===== config.mk =====
export PLATFORM = sky130hd
export DESIGN_NAME = bp_stream_pump_out_mc
export DESIGN_NICKNAME = d
export VERILOG_FILES = /design/src/rtl/bp_stream_pump_out_mc_pkg.sv /design/src/rtl/bp_stream_pump_out_mc_beat_counter.sv /design/src/rtl/bp_stream_pump_out_mc.sv
export SDC_FILE = /design/constraint.sdc
export NUM_CORES = 1
export LEC_CHECK = 0
export CORE_AREA = 2 2 146 148
export CTS_CLUSTER_SIZE = 16
export DETAILED_ROUTE_END_ITERATION = 10
export DIE_AREA = 0 0 148 150
export SETUP_SLACK_MARGIN = 0.3
export SKIP_CTS_REPAIR_TIMING = 1
export SLEW_MARGIN = 10
export SYNTH_ARGS = -nofsm -noshare
export SYNTH_HDL_FRONTEND = slang
export SYNTH_SLANG_ARGS = --single-unit

===== constraint.sdc =====
create_clock -name clk_i -period 7.81 [get_ports clk_i]
set_input_delay 1.1715 -clock clk_i [delete_from_list [all_inputs] [get_ports clk_i]]
set_output_delay 1.1715 -clock clk_i [all_outputs]
set_load 0.005 [all_outputs]

===== src/rtl/bp_stream_pump_out_mc_pkg.sv =====
// Shared types for the multi-channel stream pump: mem header layout, payload masks, pump state.
package bp_stream_pump_out_mc_pkg;

  localparam int paddr_width_gp = 40;

  typedef enum logic [3:0] {
    e_mem_msg_rd    = 4'd0,
    e_mem_msg_wr    = 4'd1,
    e_mem_msg_uc_rd = 4'd2,
    e_mem_msg_uc_wr = 4'd3,
    e_mem_msg_pre   = 4'd4
  } mem_msg_e;

  // Commands carry data on writes; responses carry data on reads.
  localparam logic [15:0] mem_cmd_payload_mask_gp  = 16'b1010;
  localparam logic [15:0] mem_resp_payload_mask_gp = 16'b0101;

  typedef struct packed {
    logic [7:0]                payload;
    logic [2:0]                size;
    logic [paddr_width_gp-1:0] addr;
    mem_msg_e                  msg_type;
  } mem_header_s;

  localparam int mem_header_width_gp = $bits(mem_header_s);

  typedef enum logic {e_idle, e_stream} pump_state_e;

  // Beats needed for a 2^size byte message, never less than one.
  function automatic logic [7:0] beats_for_size(input logic [2:0] size, input logic [2:0] beat_lg);
    logic [7:0] b;
    b = (8'(1) << size) >> beat_lg;
    return (b == 8'd0) ? 8'd1 : b;
  endfunction

endpackage


===== src/rtl/bp_stream_pump_out_mc_beat_counter.sv =====
// Wrapping beat counter; shows first_cnt while idle and flags the message's last beat.
module bp_stream_pump_out_mc_beat_counter #(
  parameter int len_w_p = 3
) (
  input  logic               clk_i,
  input  logic               reset_i,
  input  logic               set_i,
  input  logic               en_i,
  input  logic               clear_i,
  input  logic               use_first_i,
  input  logic [len_w_p-1:0] first_cnt_i,
  input  logic [len_w_p:0]   num_stream_i,
  output logic [len_w_p-1:0] cnt_o,
  output logic               last_o
);

  logic [len_w_p-1:0] cnt_r, last_cnt;

  // Truncation makes the last index wrap around the block.
  assign last_cnt = first_cnt_i + num_stream_i[len_w_p-1:0] - len_w_p'(1);

  always_ff @(posedge clk_i or posedge reset_i) begin
    if (reset_i)      cnt_r <= '0;
    else if (clear_i) cnt_r <= '0;
    else if (set_i)   cnt_r <= first_cnt_i + len_w_p'(1);
    else if (en_i)    cnt_r <= cnt_r + len_w_p'(1);
  end

  assign cnt_o  = use_first_i ? first_cnt_i : cnt_r;
  assign last_o = (cnt_o == last_cnt);

endmodule


===== src/rtl/bp_stream_pump_out_mc.sv =====
// N-channel round-robin stream pump onto one mem stream with wrapping beat addresses and ack combining.
// Define BP_STREAM_PUMP_OUT_MC_HEADER_LATCH_EN to register the granted header on the first handshake.
module bp_stream_pump_out_mc
  import bp_stream_pump_out_mc_pkg::*;
#(
  parameter int          channels_p          = 2,
  parameter int          stream_data_width_p = 64,
  parameter int          block_width_p       = 512,
  parameter logic [15:0] payload_mask_p      = 16'h0,
  localparam int         stream_words_lp     = block_width_p / stream_data_width_p,
  localparam int         cnt_w_lp            = $clog2(stream_words_lp),
  localparam int         hdr_w               = mem_header_width_gp
) (
  input  logic                                          clk_i,
  input  logic                                          reset_i,
  output logic [hdr_w-1:0]                              mem_header_o,
  output logic [stream_data_width_p-1:0]                mem_data_o,
  output logic                                          mem_v_o,
  output logic                                          mem_lock_o,
  input  logic                                          mem_yumi_i,
  input  logic [channels_p-1:0][hdr_w-1:0]              fsm_base_header_i,
  input  logic [channels_p-1:0][stream_data_width_p-1:0] fsm_data_i,
  input  logic [channels_p-1:0]                         fsm_v_i,
  output logic [channels_p-1:0]                         fsm_yumi_o,
  output logic [channels_p-1:0]                         grant_o,
  output logic [cnt_w_lp-1:0]                           cnt_o,
  output logic                                          done_o
);

  localparam int   offset_lp    = $clog2(stream_data_width_p/8);
  localparam int   ch_w_lp      = (channels_p > 1) ? $clog2(channels_p) : 1;
  localparam logic is_master_lp = (payload_mask_p == mem_cmd_payload_mask_gp);

  pump_state_e          state_r, state_n;
  logic [ch_w_lp-1:0]   rr_ptr_r, grant_r, pick_idx, sel_idx;
  logic                 pick_v, granted, in_stream, en_out;
  mem_header_s          live_hdr, base_hdr, out_hdr;
  logic [hdr_w-1:0]     out_bits;
  logic                 has_data, single, fsm_v, is_last;
  logic                 mem_v, yumi, lock, done;
  logic                 cnt_set, cnt_en, cnt_clr;
  logic [7:0]           beats;
  logic [cnt_w_lp:0]    num_stream;
  logic [cnt_w_lp-1:0]  first_cnt, cnt;

  assign in_stream = (state_r == e_stream);

  // First valid channel at or after the pointer wins; scanning downward lets the nearest override.
  always_comb begin
    pick_idx = '0;
    pick_v   = 1'b0;
    for (int i = channels_p-1; i >= 0; i--) begin
      if (fsm_v_i[(int'(rr_ptr_r) + i) % channels_p]) begin
        pick_v   = 1'b1;
        pick_idx = ch_w_lp'((int'(rr_ptr_r) + i) % channels_p);
      end
    end
  end

  assign sel_idx  = in_stream ? grant_r : pick_idx;
  assign granted  = in_stream | pick_v;
  assign live_hdr = fsm_base_header_i[sel_idx];

`ifdef BP_STREAM_PUMP_OUT_MC_HEADER_LATCH_EN
  mem_header_s hdr_r;
  always_ff @(posedge clk_i or posedge reset_i) begin
    if (reset_i)      hdr_r <= '0;
    else if (cnt_set) hdr_r <= live_hdr;
  end
  assign base_hdr = in_stream ? hdr_r : live_hdr;
`else
  assign base_hdr = live_hdr;
`endif

  assign has_data   = payload_mask_p[base_hdr.msg_type];
  assign beats      = beats_for_size(base_hdr.size, 3'(offset_lp));
  assign num_stream = (beats > 8'(stream_words_lp)) ? (cnt_w_lp+1)'(stream_words_lp) : beats[cnt_w_lp:0];
  assign first_cnt  = base_hdr.addr[offset_lp +: cnt_w_lp];
  assign single     = ~in_stream & ((num_stream == (cnt_w_lp+1)'(1)) | (is_master_lp & ~has_data));
  assign fsm_v      = fsm_v_i[sel_idx] & granted;

  bp_stream_pump_out_mc_beat_counter #(.len_w_p(cnt_w_lp)) u_cnt (
    .clk_i        (clk_i),
    .reset_i      (reset_i),
    .set_i        (cnt_set),
    .en_i         (cnt_en),
    .clear_i      (cnt_clr),
    .use_first_i  (~in_stream),
    .first_cnt_i  (first_cnt),
    .num_stream_i (num_stream),
    .cnt_o        (cnt),
    .last_o       (is_last)
  );

  always_ff @(posedge clk_i or posedge reset_i) begin
    if (reset_i) state_r <= e_idle;
    else         state_r <= state_n;
  end

  always_comb begin
    state_n = state_r;
    case (state_r)
      e_idle:   if (cnt_set) state_n = e_stream;
      e_stream: if (done)    state_n = e_idle;
      default:  state_n = e_idle;
    endcase
  end

  // Data-less multi-beat messages retire early beats locally and send one combined ack.
  always_comb begin
    mem_v = 1'b0;
    yumi  = 1'b0;
    lock  = 1'b0;
    if (granted) begin
      if (single | has_data) begin
        mem_v = fsm_v;
        yumi  = fsm_v & mem_yumi_i;
        lock  = ~single & ~is_last;
      end else begin
        mem_v = fsm_v & is_last;
        yumi  = is_last ? (fsm_v & mem_yumi_i) : fsm_v;
      end
    end
    done    = yumi & (single | is_last);
    cnt_set = ~in_stream & yumi & ~single;
    cnt_en  = in_stream & yumi & ~is_last;
    cnt_clr = in_stream & done;
  end

  always_ff @(posedge clk_i or posedge reset_i) begin
    if (reset_i) begin
      rr_ptr_r <= '0;
      grant_r  <= '0;
    end else begin
      if (done)    rr_ptr_r <= (int'(sel_idx) == channels_p-1) ? '0 : sel_idx + 1'b1;
      if (cnt_set) grant_r  <= pick_idx;
    end
  end

  always_comb begin
    out_hdr = base_hdr;
    out_hdr.addr[offset_lp +: cnt_w_lp] = cnt;
  end
  assign out_bits = out_hdr;

  assign en_out       = granted & ~reset_i;
  assign mem_header_o = en_out ? out_bits : '0;
  assign mem_data_o   = en_out ? fsm_data_i[sel_idx] : '0;
  assign mem_v_o      = mem_v & ~reset_i;
  assign mem_lock_o   = lock & ~reset_i;
  assign done_o       = done & ~reset_i;
  assign cnt_o        = en_out ? cnt : '0;

  always_comb begin
    grant_o    = '0;
    fsm_yumi_o = '0;
    if (en_out) begin
      grant_o[sel_idx]    = 1'b1;
      fsm_yumi_o[sel_idx] = yumi;
    end
  end

endmodule


Word-level counts from Yosys, hierarchy flattened
Memories as Yosys holds them, arrays and structs flattened.
Cells that the tools add are included.
{"block": "op_classes", "addsub": 6, "mul": 0, "div_mod_pow": 0, "n_lt_le_gt_ge": 6, "eq_ne": 2, "shift": 1, "mux": 41, "bitwise": 24, "n_reduce_logical": 3}
{"cell": "$mux 64", "count": 3}
{"cell": "$mux 55", "count": 3}
{"cell": "$mux 1", "count": 24}
{"cell": "$and 1x1->1", "count": 15}
{"cell": "$mux 3", "count": 5}
{"cell": "$logic_not 8->1", "count": 1}
{"cell": "$shl 1x3->8 const A", "count": 1}
{"cell": "$add 3x1->3 const B", "count": 2}
{"cell": "$gt 5x4->1 const B", "count": 1}
{"cell": "$lt 4x5->1 const B", "count": 1}
{"cell": "$mux 5", "count": 1}
{"cell": "$eq 4x1->1 const B", "count": 1}
{"cell": "$lt 1x2->1 const B", "count": 2}
{"cell": "$mux 2", "count": 2}
{"cell": "$mux 4", "count": 1}
{"cell": "$not 1->1", "count": 4}
{"cell": "$add 3x3->3", "count": 1}
{"cell": "$eq 3x3->1", "count": 1}
{"cell": "$lt 2x3->1 const B", "count": 1}
{"cell": "$or 1x1->1", "count": 3}
{"cell": "$reduce_bool 3->1", "count": 1}
{"cell": "$sub 3x1->3 const B", "count": 1}
{"cell": "$add 1x1->1 const B", "count": 2}
{"cell": "$and 2x2->2", "count": 1}
{"cell": "other kinds (5)", "count": 5}
{"block": "totals", "regBits": 6, "latchBits": 0, "ram_bits": 0, "mem_bits_ro": 16, "in_bits": 243, "output_inout_bits": 129, "wordCells": 88, "mem_count": 1}
{"name": "(name not given)", "words": 16, "width": 1, "rd": 1, "rd_ports_with_merged_regs": 0, "write_ports": 0, "line_no": "bp_stream_pump_out_mc.sv:75", "rtl": "assign has_data = payload_mask_p[base_hdr.msg_type];"}

Logic depth before layout (Yosys ltp)
Gate-level depths: netlist (run 1).
{"block": "logic_depth", "depth_word": 26, "ltp_mapped": 19, "ltp_nobuf": 18}

Hierarchy
From an unflattened synthesis (run 1), not the netlist that was laid out.
{"block": "unflattened", "hier_cells": 508, "area_unflattened_um2": 2532.4}
{"mod": "bp_stream_pump_out_mc", "n_inst": 1, "cells_per_inst": 469, "area_per_inst_um2": 2170.8, "seq_area_each_um2": 75.1}
{"mod": "bp_stream_pump_out_mc_beat_counter", "n_inst": 1, "cells_per_inst": 39, "area_per_inst_um2": 361.6, "seq_area_each_um2": 75.1}

Least setup slack after synthesis (run 1)
No wires, ideal clock.
{"block": "synth_path", "path_kind": "input to output", "start": "input port fsm_v_i[0]", "end": "output port done_o", "arrival_ps": 3903, "required_time_ps": 6638, "path_slack_ps": 2735, "path_stages": 14, "n_path_buf": 1, "cell_sequence": "and2b_2 -> o21a_1 -> clkbuf_1 -> nor4b_1 -> nor2_1 -> ha_1 -> inv_1 -> ha_1 -> xor2_1 -> xnor2_1 -> xnor2_2 -> o31a_1 -> nor4_1 -> and2_1"}
{"block": "synth_between", "elab_chain_cells": 21, "elab_cells_between_ends": 37, "classes_between": "2 x add/sub; 1 x order compare; 2 x eq/ne; 1 x shift; 21 x mux; 8 x bitwise; 1 x reduce/logical; 1 x memory"}
{"element": "start: declaration", "line_no": "bp_stream_pump_out_mc.sv:23", "rtl": "input logic [channels_p-1:0] fsm_v_i,"}
{"element": "$mux 1 (not written as such) (3 in a row)", "line_no": "bp_stream_pump_out_mc.sv:53", "rtl": "if (fsm_v_i[(int'(rr_ptr_r) + i) % channels_p]) begin"}
{"element": "$mux 1 (2 in a row)", "line_no": "bp_stream_pump_out_mc.sv:53"}
{"element": "$mux 1", "line_no": "bp_stream_pump_out_mc.sv:60", "rtl": "assign sel_idx = in_stream ? grant_r : pick_idx;"}
{"element": "$mux 55 (not written as such) (2 in a row)", "line_no": "bp_stream_pump_out_mc.sv:62", "rtl": "assign live_hdr = fsm_base_header_i[sel_idx];"}
{"element": "$shl 1x3->8", "line_no": "bp_stream_pump_out_mc_pkg.sv:32", "rtl": "b = (8'(1) << size) >> beat_lg;"}
{"element": "$logic_not 8->1", "line_no": "bp_stream_pump_out_mc_pkg.sv:33", "rtl": "return (b == 8'd0) ? 8'd1 : b;"}
{"element": "$mux 5", "line_no": "bp_stream_pump_out_mc_pkg.sv:33"}
{"element": "$gt 5x4->1", "line_no": "bp_stream_pump_out_mc.sv:77", "rtl": "assign num_stream = (beats > 8'(stream_words_lp)) ? (cnt_w_lp+1)'(stream_words_lp) : beats[cnt_w_lp:0];"}
{"element": "$mux 4", "line_no": "bp_stream_pump_out_mc.sv:77"}
{"element": "$add 3x3->3", "line_no": "bp_stream_pump_out_mc_beat_counter.sv:20", "rtl": "assign last_cnt = first_cnt_i + num_stream_i[len_w_p-1:0] - len_w_p'(1);"}
{"element": "$sub 3x1->3", "line_no": "bp_stream_pump_out_mc_beat_counter.sv:20"}
{"element": "$eq 3x3->1", "line_no": "bp_stream_pump_out_mc_beat_counter.sv:30", "rtl": "assign last_o = (cnt_o == last_cnt);"}
{"element": "$mux 1", "line_no": "bp_stream_pump_out_mc.sv:121", "rtl": "yumi = is_last ? (fsm_v & mem_yumi_i) : fsm_v;"}
{"element": "$mux 1", "line_no": "bp_stream_pump_out_mc.sv:115", "rtl": "if (single | has_data) begin"}
{"element": "$mux 1", "line_no": "bp_stream_pump_out_mc.sv:114", "rtl": "if (granted) begin"}
{"element": "$and 1x1->1 *", "line_no": "bp_stream_pump_out_mc.sv:124", "rtl": "done = yumi & (single | is_last);"}
{"element": "$and 1x1->1 *", "line_no": "bp_stream_pump_out_mc.sv:151", "rtl": "assign done_o = done & ~reset_i;"}
{"element": "end: declaration", "line_no": "bp_stream_pump_out_mc.sv:27", "rtl": "output logic done_o"}
Every way passes the cells marked *; elsewhere a longest branch is shown, timed or not. The select of a mux whose other input is x is not followed.

Final worst setup path (run 1)
{"block": "layout_path", "start": "input port fsm_v_i[1]", "end": "output port done_o"}
The elaborated chain is that of the path after synthesis.

==> run metrics, run 1 <==
H-tree levels 1; ys flop type dfrtp_1; Worst VDD drop 146 uV; LEAKAGE between 2 and 3 nW; global-route wire length before repair 22,500 um; kind of end point of the critical path output port; Final TNS setup 0 ps; Layout Nets 1,079; count leader, synth nand2_1; share of cells above drive strength 1 0.0193; worst path bufs/invs 3; Cell Rows 53; CTS tree done; Die Area 22,200 um2; clk_skew between 2 and 2.5 ps; Die Wd 148 um; WP data required 6640 ps; DRC Markers 0; Cells after Synth 498; clock sink count 6; Setup WS post-layout 1280 ps; DRT Pass-1 Iters 4; Clk pin slew, worst setup/hold paths 30 ps; Peak Freq 0.153 GHz; ranking of synthesized cells by area nand2_1 (37%), a21oi_1 (24%), dfrtp_1 (6.1%); CP max FO 71; Max-Cap Viols 0; unrepaired setup endpoints after global routing false; syn avg cell area a little under 5 um2; antenna viol nets, final 0; Slew Viols, Final 0; top cell type's share of synthesized area 0.372; num ports 372; Post-synth EDFFs 0; fin util 0.312; Final Non-Filler Cells 1,105; WL per Instance 13.7 um; Initial Util 0.119; Critical Path AT 5350 ps; total power between 1 and 1.5 mW; status complete, no violations; ant diodes 0; Final Hold Viols 0; number of synthesized register bits 6; GRT Overall Usage 0.123; commonest cells in the netlist nand2_1 (244), a21oi_1 (119), clkbuf_1 (37); PortBufs 370; Critical Path Source Type input port; pre-CTS setup slack 1250 ps; Post-DP HPWL around 12,000 um; Synth Net Count 745; final setup violation count 0; Yosys top cell by area nand2_1; placed insts about 1,100; die height 150 um; Crit path largest cell delay 710 ps; asr flop ratio synth 1.00; Hold Crit Class reg -> reg; vias in the first global route 4,438; CTS buffer count 3; relative slew slack 0.455; largest net degree at the start of global routing 72; CP delay by family, top buffers and inverters; detailed-route wire length about 15,000 um; Mapped Area 2460 um2; Crit Path Class in -> out; Core ar. 20,700 um2; Avg Vias per Cell 4.12; Netlist cell types 43; antenna violations before repair 0; Initial DRC Count 217; GPL Wtd Cong 0.815; CTS max path bufs 2; Yosys warning count 0; crit-path cells clkdlybuf4s50_1, nand2b_1, o21a_4, nor4b_1, nor2_1, ha_1, inv_1, ha_1, xor2_1, xnor2_1, xnor2_2, o31a_1, nor4_1, and2_1, clkdlybuf4s50_1; Clk Latency, worst-skew pair about 230 ps; min Tclk post-route 6530 ps; area grow syn2layout 162%; Worst-Margin Slew 818 ps; via count 4,558; root buf cell clkbuf_16; register area share after synthesis 0.0610; PwrDens 216 nW/um2; GRT overflow 0; critical path's slowest cell clkdlybuf4s50_1; fin crit share 0.836
[state kept, by name (all words and copies together) (netlist names)]
register	flops
u_cnt.cnt_r	3
rr_ptr_r	1
grant_r	1
in_stream	1
[placed cells by master, fill, tap and decap left out, types with 3 or more instances in the layout]
master	synthesis	final
clkbuf_16	0	3
inv_1	7	7
nand3_1	6	6
nor2_1	8	8
ha_1	4	4
nand2b_1	5	5
dfrtp_1	6	6
buf_4	4	3
nor3_1	3	3
mux2i_1	4	4
a21oi_1	119	119
and2_1	3	3
o21ai_0	8	8
nand2_1	244	244
clkdlybuf4s50_1	0	370
[cell families after synthesis]
group,count (synthesis),share of synthesized area
compound gates,143,0.322
mux,7,0.0325
flops,6,0.0610
other cells,1,0.00152
xor+xnor,5,0.0208
simple gates,280,0.455
buf+inv,52,0.0864
fa+ha+maj,4,0.0203
[report_power, final]
group | total [mW] | leakage [nW] | switching, mW | internal (mW)
Clock | 0.0826 | 0.0370 | 0.0169 | 0.0657
Combinational | 1.24 | 2.39 | 0.621 | 0.621
Sequential | 0.0660 | 0.0725 | 0.0193 | 0.0467
[worst register-to-register path: cells and delay by family (launching register included)]
kind	cells	cell delay, ps
compound gates	4	1680
fa+ha+maj	3	730
mux	2	620
flops	1	560
xor+xnor	3	510
simple gates	2	400
buf+inv	1	40
[metrics by stage]
stage	area [um2]	hold slack, ps
finish	6450	545
global placement	6370	540
CTS	6450	550
detailed placement	6370	542
global route	6450	562
floorplan	2460	474
[final timing paths]
path	start	to	slack [ps]	cells past startpoint
setup reg to reg	in_stream	u_cnt.cnt_r[2]	3240	15
max in group asynchronous	reset_i	in_stream	6370	2
hold / removal	u_cnt.cnt_r[0]	u_cnt.cnt_r[0]	540	1
hold reg to reg	u_cnt.cnt_r[0]	u_cnt.cnt_r[0]	540	1
setup / recovery	fsm_v_i[1]	done_o	1280	15
min in group asynchronous	reset_i	u_cnt.cnt_r[2]	1240	2
[layout make-up]
class	count	area, um2
fill	2224	14200
timing repair buffer	374	3750
multi-input combinational	440	2110
tap	275	344
sequential	6	150
clock buffer	3	75.1
inverter	7	26.3
[layer usage]
layer,part of all wire,track usage
met4,0.013,0.0219
met2,0.50,0.223
met3,0.084,0.0274
met1,0.40,0.150
met5,0,0
(Power assumes the default switching activity.)
==> run 2: changes to the inputs <==
CORE_AREA = 2 2 145 147   (was 2 2 146 148)
DIE_AREA = 0 0 147 149   (was 0 0 148 150)
clock period = 5.55 ns   (was 7.81 ns; I/O delays follow)
==> run 2 against run 1 <==
Net effect: die area shrank 1.3%; wire length decreased by 2.3%; design area increased by 1.4%; critical path type unchanged; power rose by 43%; flip-flop and latch count unchanged; clock-buffer cell count is the same; via count shrank 0.68%; first-iteration DRC count increased by 14%; clock skew hardly changed; critical path depth rose by 1; combinational power rose by 44%; sequential share of layout area barely moved.
==> run metrics, run 2 (synthesis results as in run 1) <==
CTS buffer count 3; Worst VDD drop 228 uV; min Tclk post-route 5080 ps; Initial Util 0.120; Crit path largest cell delay 510 ps; Die Wd roughly 150 um; kind of end point of the critical path output port; fin util 0.318; antenna violations before repair 0; FF-to-FF End u_cnt.cnt_r[2]; fin crit share 0.916; global-route wire length before repair between 20,000 and 25,000 um; detailed-route wire length 14,800 um; flop2flop setup slack 1300 ps; H-tree levels 1; relative slew slack 0.479; root buf cell clkbuf_16; share of cells above drive strength 1 0.0322; most frequent cells in the layout clkdlybuf4s50_1 (369), nand2_1 (244), a21oi_1 (119); WP data required 4720 ps; Avg Vias per Cell 4.06; WL per Instance 13.3 um; placed insts around 1,100; CP delay by family, top buffers and inverters; clk_skew 2.29 ps; Initial DRC Count 247; Clk Latency, worst-skew pair 220 ps; worst hold stages 1; Core ar. a little over 20,000 um2; CTS tree done; die height ~150 um; Crit Path Class in -> out; status complete, no violations; Peak Freq 0.197 GHz; R2R cell count 18; Final Hold Viols 0; Critical Path Source Type input port; GRT overflow 0; DRT Pass-1 Iters 5; DRC Markers 0; area grow syn2layout 166%; Clk pin slew, worst setup/hold paths ~30 ps; final setup violation count 0; Slew Viols, Final 0; GPL Wtd Cong 0.831; WHS approximately 550 ps; largest net degree at the start of global routing 77; clock sink count 6; Worst-Margin Slew 782 ps; crit-path cells clkdlybuf4s50_1, and2b_2, o21a_4, nor4b_2, nor2_1, ha_1, inv_1, ha_1, xor2_1, xnor2_1, xnor2_2, o31a_1, o211ai_1, buf_4, nor2_1, clkdlybuf4s50_1; Max-Cap Viols 0; CTS max path bufs 2; fillers 2,188; unrepaired setup endpoints after global routing false; Hold Crit Class reg -> reg; critical path's slowest cell clkdlybuf4s50_1; Layout Nets between 1,000 and 1,500; max FFs per register 3; ant diodes 0; total power 1.99 mW; Critical Path AT 4250 ps; most flop-heavy register u_cnt.cnt_r; worst path bufs/invs 4; LEAKAGE 2.57 nW; hold_sp u_cnt.cnt_r[0]; GRT Overall Usage 0.119; Die Area 21,900 um2; PortBufs 370; PwrDens 305 nW/um2; num ports 372; Final TNS setup 0 ps; vias in the first global route 4,143; worst flop-to-flop path startpoint in_stream; Critical path origin fsm_v_i[0]; most common cell after layout, fill and taps aside clkdlybuf4s50_1; Cell Rows 53; via count ~4,500; Post-DP HPWL 11,700 um; Hold Path End u_cnt.cnt_r[0]; antenna viol nets, final 0; Final Non-Filler Cells ~1,100; CP max FO 6
## run 2: worst register-to-register path, cell delays in order, from the launching register on
cell and delay (ps):
dfrtp_1 510, nand2b_1 280, o21a_4 260, nor4b_2 220, nor2_1 80, ha_1 280, inv_1 40, ha_1 190
xor2_1 150, xnor2_1 230, xnor2_2 130, buf_4 150, o41ai_4 300, buf_4 200, mux2_2 360, ha_1 210
nand2b_1 140, a311oi_1 300, a311o_1 160
## run 2: final cells by class
class                      instances  area (um2)  share of cell area
timing repair buffer             383        3820               0.583
clock buffer                       3        75.1              0.0115
tap                              275         344              0.0526
inverter                           7        26.3             0.00402
sequential                         6         150              0.0230
multi-input combinational        440        2130               0.326
## run 2: per-stage QoR
stage	cell area [um2]	setup WS (ps)
finish	6540	466
global route	6540	241
CTS	6490	222
detailed placement	6420	227
global placement	6420	251
floorplan	2460	1130
## run 2: worst max-delay path by stage
| stage | to | cells past startpoint |
|---|---|---|
| 2_1_floorplan | u_cnt.cnt_r[2] | 17 |
| 3_3_place_gp | done_o | 15 |
| 3_5_place_dp | done_o | 15 |
| 4_1_cts | done_o | 15 |
| 5_1_grt | fsm_yumi_o[0] | 16 |
| 6_report | fsm_yumi_o[0] | 16 |
## run 2: routing by layer
layer / vias to the layer above / track usage / share of wire
met1: 1962 / 0.146 / 0.41
met4: 0 / 0.0236 / 0.011
met2: 236 / 0.214 / 0.49
met5: - / 0 / 0
met3: 10 / 0.0297 / 0.087
li1: 2319 / - / -
## run 2: power breakdown
group          switching, mW  internal [mW]
sequential            0.0278         0.0658
combinational          0.872          0.916
clock                 0.0214         0.0922
total                  0.921           1.07
